<file path="src/rtl/door_lock_actuator_if.sv">
// Signal bundle between the code-detector side and the door lock actuator.
// The master drives the requests and the raw door contact.
// The slave (the actuator) drives the solenoid, state and status flags.
interface door_lock_actuator_if;
    logic       unlock_req;
    logic       lock_cmd;
    logic       door_open;
    logic       solenoid_en;
    logic [1:0] state_o;
    logic       alarm;
    logic       tamper;
    logic [7:0] event_count;

    modport master (
        output unlock_req,
        output lock_cmd,
        output door_open,
        input  solenoid_en,
        input  state_o,
        input  alarm,
        input  tamper,
        input  event_count
    );

    modport slave (
        input  unlock_req,
        input  lock_cmd,
        input  door_open,
        output solenoid_en,
        output state_o,
        output alarm,
        output tamper,
        output event_count
    );
endinterface

</file>
<file path="src/rtl/door_lock_actuator.sv">
// Door lock actuator: consumes the code detector's unlock pulse, drives the
// bolt solenoid, follows the door through a synchronized contact, times the
// unlock window and the relock settle period, and flags held-open / tamper.
// Optional macro DOOR_EVENT_CNT_EN builds a saturating granted-unlock counter;
// without it event_count is tied to zero.
module door_lock_actuator #(
    parameter int unsigned UNLOCK_CYCLES = 20,
    parameter int unsigned HOLD_CYCLES   = 50,
    parameter int unsigned SETTLE_CYCLES = 4
) (
    input  logic                 clk,
    input  logic                 reset,
    door_lock_actuator_if.slave  bus
);

    localparam int unsigned MAX_UH     = (UNLOCK_CYCLES > HOLD_CYCLES) ? UNLOCK_CYCLES : HOLD_CYCLES;
    localparam int unsigned MAX_CYCLES = (MAX_UH > SETTLE_CYCLES) ? MAX_UH : SETTLE_CYCLES;
    localparam int unsigned TW         = $clog2(MAX_CYCLES + 1);

    localparam logic [TW-1:0] UNLOCK_LAST = TW'(UNLOCK_CYCLES - 1);
    localparam logic [TW-1:0] HOLD_LAST   = TW'(HOLD_CYCLES - 1);
    localparam logic [TW-1:0] SETTLE_LAST = TW'(SETTLE_CYCLES - 1);

    typedef enum logic [1:0] {
        S_LOCKED   = 2'd0,
        S_UNLOCKED = 2'd1,
        S_OPEN     = 2'd2,
        S_RELOCK   = 2'd3
    } state_t;

    state_t          state_q, state_d;
    logic [TW-1:0]   timer_q, timer_d;
    logic            timer_restart;
    logic            sync1_q, door_s_q;
    logic            sol_q, sol_d;
    logic            alarm_q, alarm_d;
    logic            tamper_q, tamper_d;

    // Two-flop synchronizer for the asynchronous door contact.
    always_ff @(posedge clk or posedge reset) begin
        if (reset) begin
            sync1_q  <= 1'b0;
            door_s_q <= 1'b0;
        end else begin
            sync1_q  <= bus.door_open;
            door_s_q <= sync1_q;
        end
    end

    // State, shared timer and registered outputs.
    always_ff @(posedge clk or posedge reset) begin
        if (reset) begin
            state_q  <= S_LOCKED;
            timer_q  <= '0;
            sol_q    <= 1'b0;
            alarm_q  <= 1'b0;
            tamper_q <= 1'b0;
        end else begin
            state_q  <= state_d;
            timer_q  <= timer_d;
            sol_q    <= sol_d;
            alarm_q  <= alarm_d;
            tamper_q <= tamper_d;
        end
    end

    // Next-state, timer and next-output logic.
    always_comb begin
        state_d       = state_q;
        timer_restart = 1'b0;
        alarm_d       = 1'b0;
        tamper_d      = tamper_q;

        case (state_q)
            S_LOCKED: begin
                // A simultaneous unlock takes priority over the tamper flag.
                if (bus.unlock_req) begin
                    state_d = S_UNLOCKED;
                end else if (door_s_q) begin
                    tamper_d = 1'b1;
                end
            end
            S_UNLOCKED: begin
                if (door_s_q) begin
                    state_d = S_OPEN;
                end else if (bus.lock_cmd) begin
                    state_d = S_LOCKED;
                end else if (bus.unlock_req) begin
                    timer_restart = 1'b1;
                end else if (timer_q == UNLOCK_LAST) begin
                    state_d = S_LOCKED;
                end
            end
            S_OPEN: begin
                if (!door_s_q) begin
                    state_d = S_RELOCK;
                end else begin
                    alarm_d = alarm_q || (timer_q == HOLD_LAST);
                end
            end
            S_RELOCK: begin
                if (door_s_q) begin
                    state_d = S_OPEN;
                end else if (timer_q == SETTLE_LAST) begin
                    state_d = S_LOCKED;
                end
            end
            default: begin
                state_d = S_LOCKED;
            end
        endcase

        sol_d = (state_d != S_LOCKED);

        // Timer clears on any state change or window restart, else saturates.
        if ((state_d != state_q) || timer_restart) begin
            timer_d = '0;
        end else if (timer_q != '1) begin
            timer_d = timer_q + 1'b1;
        end else begin
            timer_d = timer_q;
        end
    end

`ifdef DOOR_EVENT_CNT_EN
    logic [7:0] event_q;

    // Count LOCKED->UNLOCKED grants, saturating at 255.
    always_ff @(posedge clk or posedge reset) begin
        if (reset) begin
            event_q <= '0;
        end else if ((state_q == S_LOCKED) && (state_d == S_UNLOCKED) && (event_q != '1)) begin
            event_q <= event_q + 8'd1;
        end
    end

    assign bus.event_count = event_q;
`else
    assign bus.event_count = '0;
`endif

    assign bus.solenoid_en = sol_q;
    assign bus.state_o     = state_q;
    assign bus.alarm       = alarm_q;
    assign bus.tamper      = tamper_q;

endmodule

</file>
<file path="src/flat_wrapper.sv">
// flat-port wrapper written by rule: the top's interface ports become plain ports
module door_lock_actuator_flat 
#(
    parameter int unsigned UNLOCK_CYCLES = 20,
    parameter int unsigned HOLD_CYCLES   = 50,
    parameter int unsigned SETTLE_CYCLES = 4
)
  (clk, reset, bus_unlock_req, bus_lock_cmd, bus_door_open, bus_solenoid_en, bus_state_o, bus_alarm, bus_tamper, bus_event_count);
  door_lock_actuator_if bus_i ();
  input  logic clk;
  input  logic reset;
  input wire logic [$bits(bus_i.unlock_req)-1:0] bus_unlock_req;
  input wire logic [$bits(bus_i.lock_cmd)-1:0] bus_lock_cmd;
  input wire logic [$bits(bus_i.door_open)-1:0] bus_door_open;
  output wire logic [$bits(bus_i.solenoid_en)-1:0] bus_solenoid_en;
  output wire logic [$bits(bus_i.state_o)-1:0] bus_state_o;
  output wire logic [$bits(bus_i.alarm)-1:0] bus_alarm;
  output wire logic [$bits(bus_i.tamper)-1:0] bus_tamper;
  output wire logic [$bits(bus_i.event_count)-1:0] bus_event_count;
  assign bus_i.unlock_req = bus_unlock_req;
  assign bus_i.lock_cmd = bus_lock_cmd;
  assign bus_i.door_open = bus_door_open;
  assign bus_solenoid_en = bus_i.solenoid_en;
  assign bus_state_o = bus_i.state_o;
  assign bus_alarm = bus_i.alarm;
  assign bus_tamper = bus_i.tamper;
  assign bus_event_count = bus_i.event_count;
  door_lock_actuator #(.UNLOCK_CYCLES(UNLOCK_CYCLES), .HOLD_CYCLES(HOLD_CYCLES), .SETTLE_CYCLES(SETTLE_CYCLES)) u_core (.clk(clk), .reset(reset), .bus(bus_i));
endmodule
</file>
<file path="config.mk">
export PLATFORM = sky130hd
export DESIGN_NAME = door_lock_actuator_flat
export DESIGN_NICKNAME = d
export VERILOG_FILES = /design/src/rtl/door_lock_actuator_if.sv /design/src/rtl/door_lock_actuator.sv /design/src/flat_wrapper.sv
export SDC_FILE = /design/constraint.sdc
export NUM_CORES = 1
export LEC_CHECK = 0
export ABC_AREA = 1
export CAP_MARGIN = 10
export CORE_ASPECT_RATIO = 1.25
export CORE_MARGIN = 1
export CORE_UTILIZATION = 40
export CTS_CLUSTER_DIAMETER = 200
export DETAILED_ROUTE_END_ITERATION = 12
export PLACE_DENSITY = 0.75
export SLEW_MARGIN = 10
export SYNTH_ARGS = -nofsm -noshare
export SYNTH_HDL_FRONTEND = slang
export SYNTH_SLANG_ARGS = --single-unit
</file>
<file path="constraint.sdc">
create_clock -name clk -period 1.4 [get_ports clk]
set_clock_uncertainty 0.2 [all_clocks]
set_input_delay 0.28 -clock clk [delete_from_list [all_inputs] [get_ports clk]]
set_output_delay 0.28 -clock clk [all_outputs]
set_load 0.005 [all_outputs]
</file>
==> results.md, run 1 <==
- Outcome: complete, but fails checks
- Failing checks: negative setup slack
- Final count of hold timing violations: 0
- Hold buffers post-CTS: 0
- Synth warnings: 0
- Worst R2R Setup Slack: -0.20 ns
- Startpoint types: flop
- Period utilization: 114%
- Worst r2r src: u_core.timer_q[1]
- Initial antenna violation count: 0
- Layout Nets: 133
- Synth area leaders: dfrtp_1, buf_4, nor2_1, inv_1, nand2_1
- Die Ht: 50.2 um
- Register area share after synthesis: 43.8%
- Vias in the first global route: 727
- DRT iter0 DRCs: 18
- Maximum VDD drop: 0.649 mV
- Clock root buffer: clkbuf_4
- Synth unique cells: 22
- Syn Inst Count: 91
- First-pass GRT wire length: 3.17 mm
- WP data arrival: 1.61 ns
- Die ar.: 2040 um2
- F_max: 626 MHz
- Core ar.: 1740 um2
- Cell Rows: 17
- Post-layout util: 62.1%
- Worst path required time: 1.42 ns
- DR vias: 714
- Share of cells above drive strength 1: 36.8%
- Mean Syn Cell Area: 8.17 um2
- Mapped Area: 743 um2
- Synth Flop Type: dfrtp_1
- Antenna Nets Post-Route: 0
- Worst skew pair latency: 0.28 ns
- Crit Reg-Reg Endpoint: u_core.timer_q[1]
- Tot GR Track Use: 23.1%
- Drt wl/cell: 12.5 um
- Starting utilization of the core area: 42.6%
- Final setup vio count: 11
- Ports: 18
- Tmin final: 1.60 ns
- IO buf count: 9
- # DRC: 0
- Static Leak: 0.527 nW
- Count leader, synth: nor2_1
- Pin count of the biggest net entering global routing: 14
- Post-synth EDFFs: 0
- CP max FO: 6
- Critical Setup Path Class: reg -> reg
- Slew Viols, Final: 0
- Clk sinks: 13
- Cts bufs inserted: 3
- Post-synth top area share: 43.8%
- CTS tree: yes
- Post-synth ARST share: 100%
- GRT overflow: 0
- P per Cell Area: 1100 nW/um2
- Die width: 40.6 um
- Synth top cells by count: nor2_1, inv_1, dfrtp_1
- Area leader, netlist: dfrtp_1
- Drt pass-1 iters: 4
- CP Capture Type: flop
- Maximum root-to-sink buffer count: 2
- Routed wire length: 1.80 mm
- GP Congestion: 0.825
- Final setup margin: -0.198 ns
- ANT cells: 0
- Htree depth: 1
- Clock-pin slew on the worst setup and hold paths: 0.08 ns
- Number of synthesized register bits: 13
- Fillers: 147
- Vias per cell: 4.96
- Hold Path Class: in -> async
- Total power: 0.00119 W
- RSZ-0062 raised after global routing: yes
- Post-detail-place hpwl: 1.31 mm
- Max Cap Viol: 0
- Reg2Reg Depth: 10
- Placed cell area: 945 um2
- Area delta synth->final: 45.8%
- Final Cell Area: 1080 um2
[worst max-delay path, cell delays in order (launching register included)]
cell	delay, ns
dfrtp_1	0.42
ha_4	0.19
inv_2	0.06
nor2_2	0.03
nand2_1	0.05
nand2_1	0.06
nand3_2	0.08
nand2_4	0.06
a21oi_2	0.18
nand2_4	0.09
nor2_2	0.11
[repair_timing]
action	CTS	global route
setup buffers	4	2
resized for setup	20	11
pin swaps	3	2
setup endpoints to repair	14	13
[cell usage in the layout, fill, tap and decap left out, drive strengths merged, types with 3 or more instances in the layout]
master         instances
clkdlybuf4s50          4
clkbuf                 5
dfrtp                 13
nand3                  6
nand2                 14
a31oi                  3
a21oi                  5
conb                   8
clkdlybuf4s15          3
nor2                  15
buf                   24
inv                   14
[per-layer routing]
layer	global-route usage (%)	wire, um	vias to the layer above
met2	39.7	1000	18
li1	-	-	346
met4	11.7	45	0
met1	26.2	698	345
met5	0	0	-
met3	2.65	51	5
[layout make-up]
cell class | count | area, um2 | area share (%)
timing repair buffer | 32 | 270 | 24.9
multi-input combinational | 62 | 385 | 35.6
clock buffer | 4 | 26.3 | 2.42
tap | 19 | 23.8 | 2.19
sequential | 13 | 325 | 30.0
inverter | 14 | 52.6 | 4.85
[per-stage QoR]
| stage | cells | setup TNS (ns) | hold slack, ns | setup slack (ns) |
|---|---|---|---|---|
| final | 144 | -1.55 | 0.0946 | -0.198 |
| after global routing | 144 | -2.51 | 0.0967 | -0.297 |
| after CTS | 142 | -1.31 | 0.0958 | -0.187 |
| after detailed placement | 134 | -2.52 | 0.149 | -0.351 |
| after global placement | 134 | -2.23 | 0.138 | -0.311 |
| after floorplan | 98 | -0.399 | -0.0430 | -0.0788 |
[cells by family (layout without fill, tap and decap cells)]
family | Yosys count | in the layout | share of synthesized area (%)
other | 1 | 8 | 0.505
xor gates and xnor gates | 1 | 1 | 1.18
and+or+nand+nor | 38 | 38 | 23.4
adders and majority gates | 2 | 2 | 3.37
buffers and inverters | 23 | 50 | 16.7
AOI/OAI and AO/OA | 13 | 13 | 11.1
DFF | 13 | 13 | 43.8
[sequential cells by signal, summed over array words and instances (netlist names)]
signal                  flops
u_core.bus.tamper           1
u_core.door_s_q             1
u_core.bus.alarm            1
u_core.bus.state_o          2
u_core.timer_q              6
u_core.sync1_q              1
u_core.bus.solenoid_en      1
[worst max-delay path by stage]
| stage | start | to | slack (ns) | cells past startpoint |
|---|---|---|---|---|
| after global routing | u_core.bus.state_o[0] | u_core.timer_q[5] | -0.30 | 8 |
| after detailed placement | bus_lock_cmd | u_core.timer_q[1] | -0.35 | 8 |
| after floorplan | u_core.timer_q[0] | u_core.timer_q[0] | -0.08 | 11 |
| after global placement | bus_lock_cmd | u_core.timer_q[2] | -0.31 | 9 |
| after CTS | u_core.timer_q[1] | u_core.timer_q[1] | -0.19 | 10 |
| final | u_core.timer_q[1] | u_core.timer_q[1] | -0.20 | 10 |
[report_power, final]
| part | switching, W | internal [W] |
|---|---|---|
| Combinational | 0.000252 | 0.000239 |
| Clock | 0.000126 | 0.000111 |
| Sequential | 0.0000430 | 0.000419 |
No activity file was read; power rests on OpenSTA's default activity.
==> run 2: changes to the inputs <==
--- a/config.mk
+++ b/config.mk
@@ -6,7 +6,7 @@
 export NUM_CORES = 1
 export LEC_CHECK = 0
 export ABC_AREA = 1
-export CAP_MARGIN = 10
+export CAP_MARGIN = 20
 export CORE_ASPECT_RATIO = 1.25
 export CORE_MARGIN = 1
 export CORE_UTILIZATION = 40
==> results of run 2 <==
The final DEF is identical to that of run 1; final timing and power are the same.
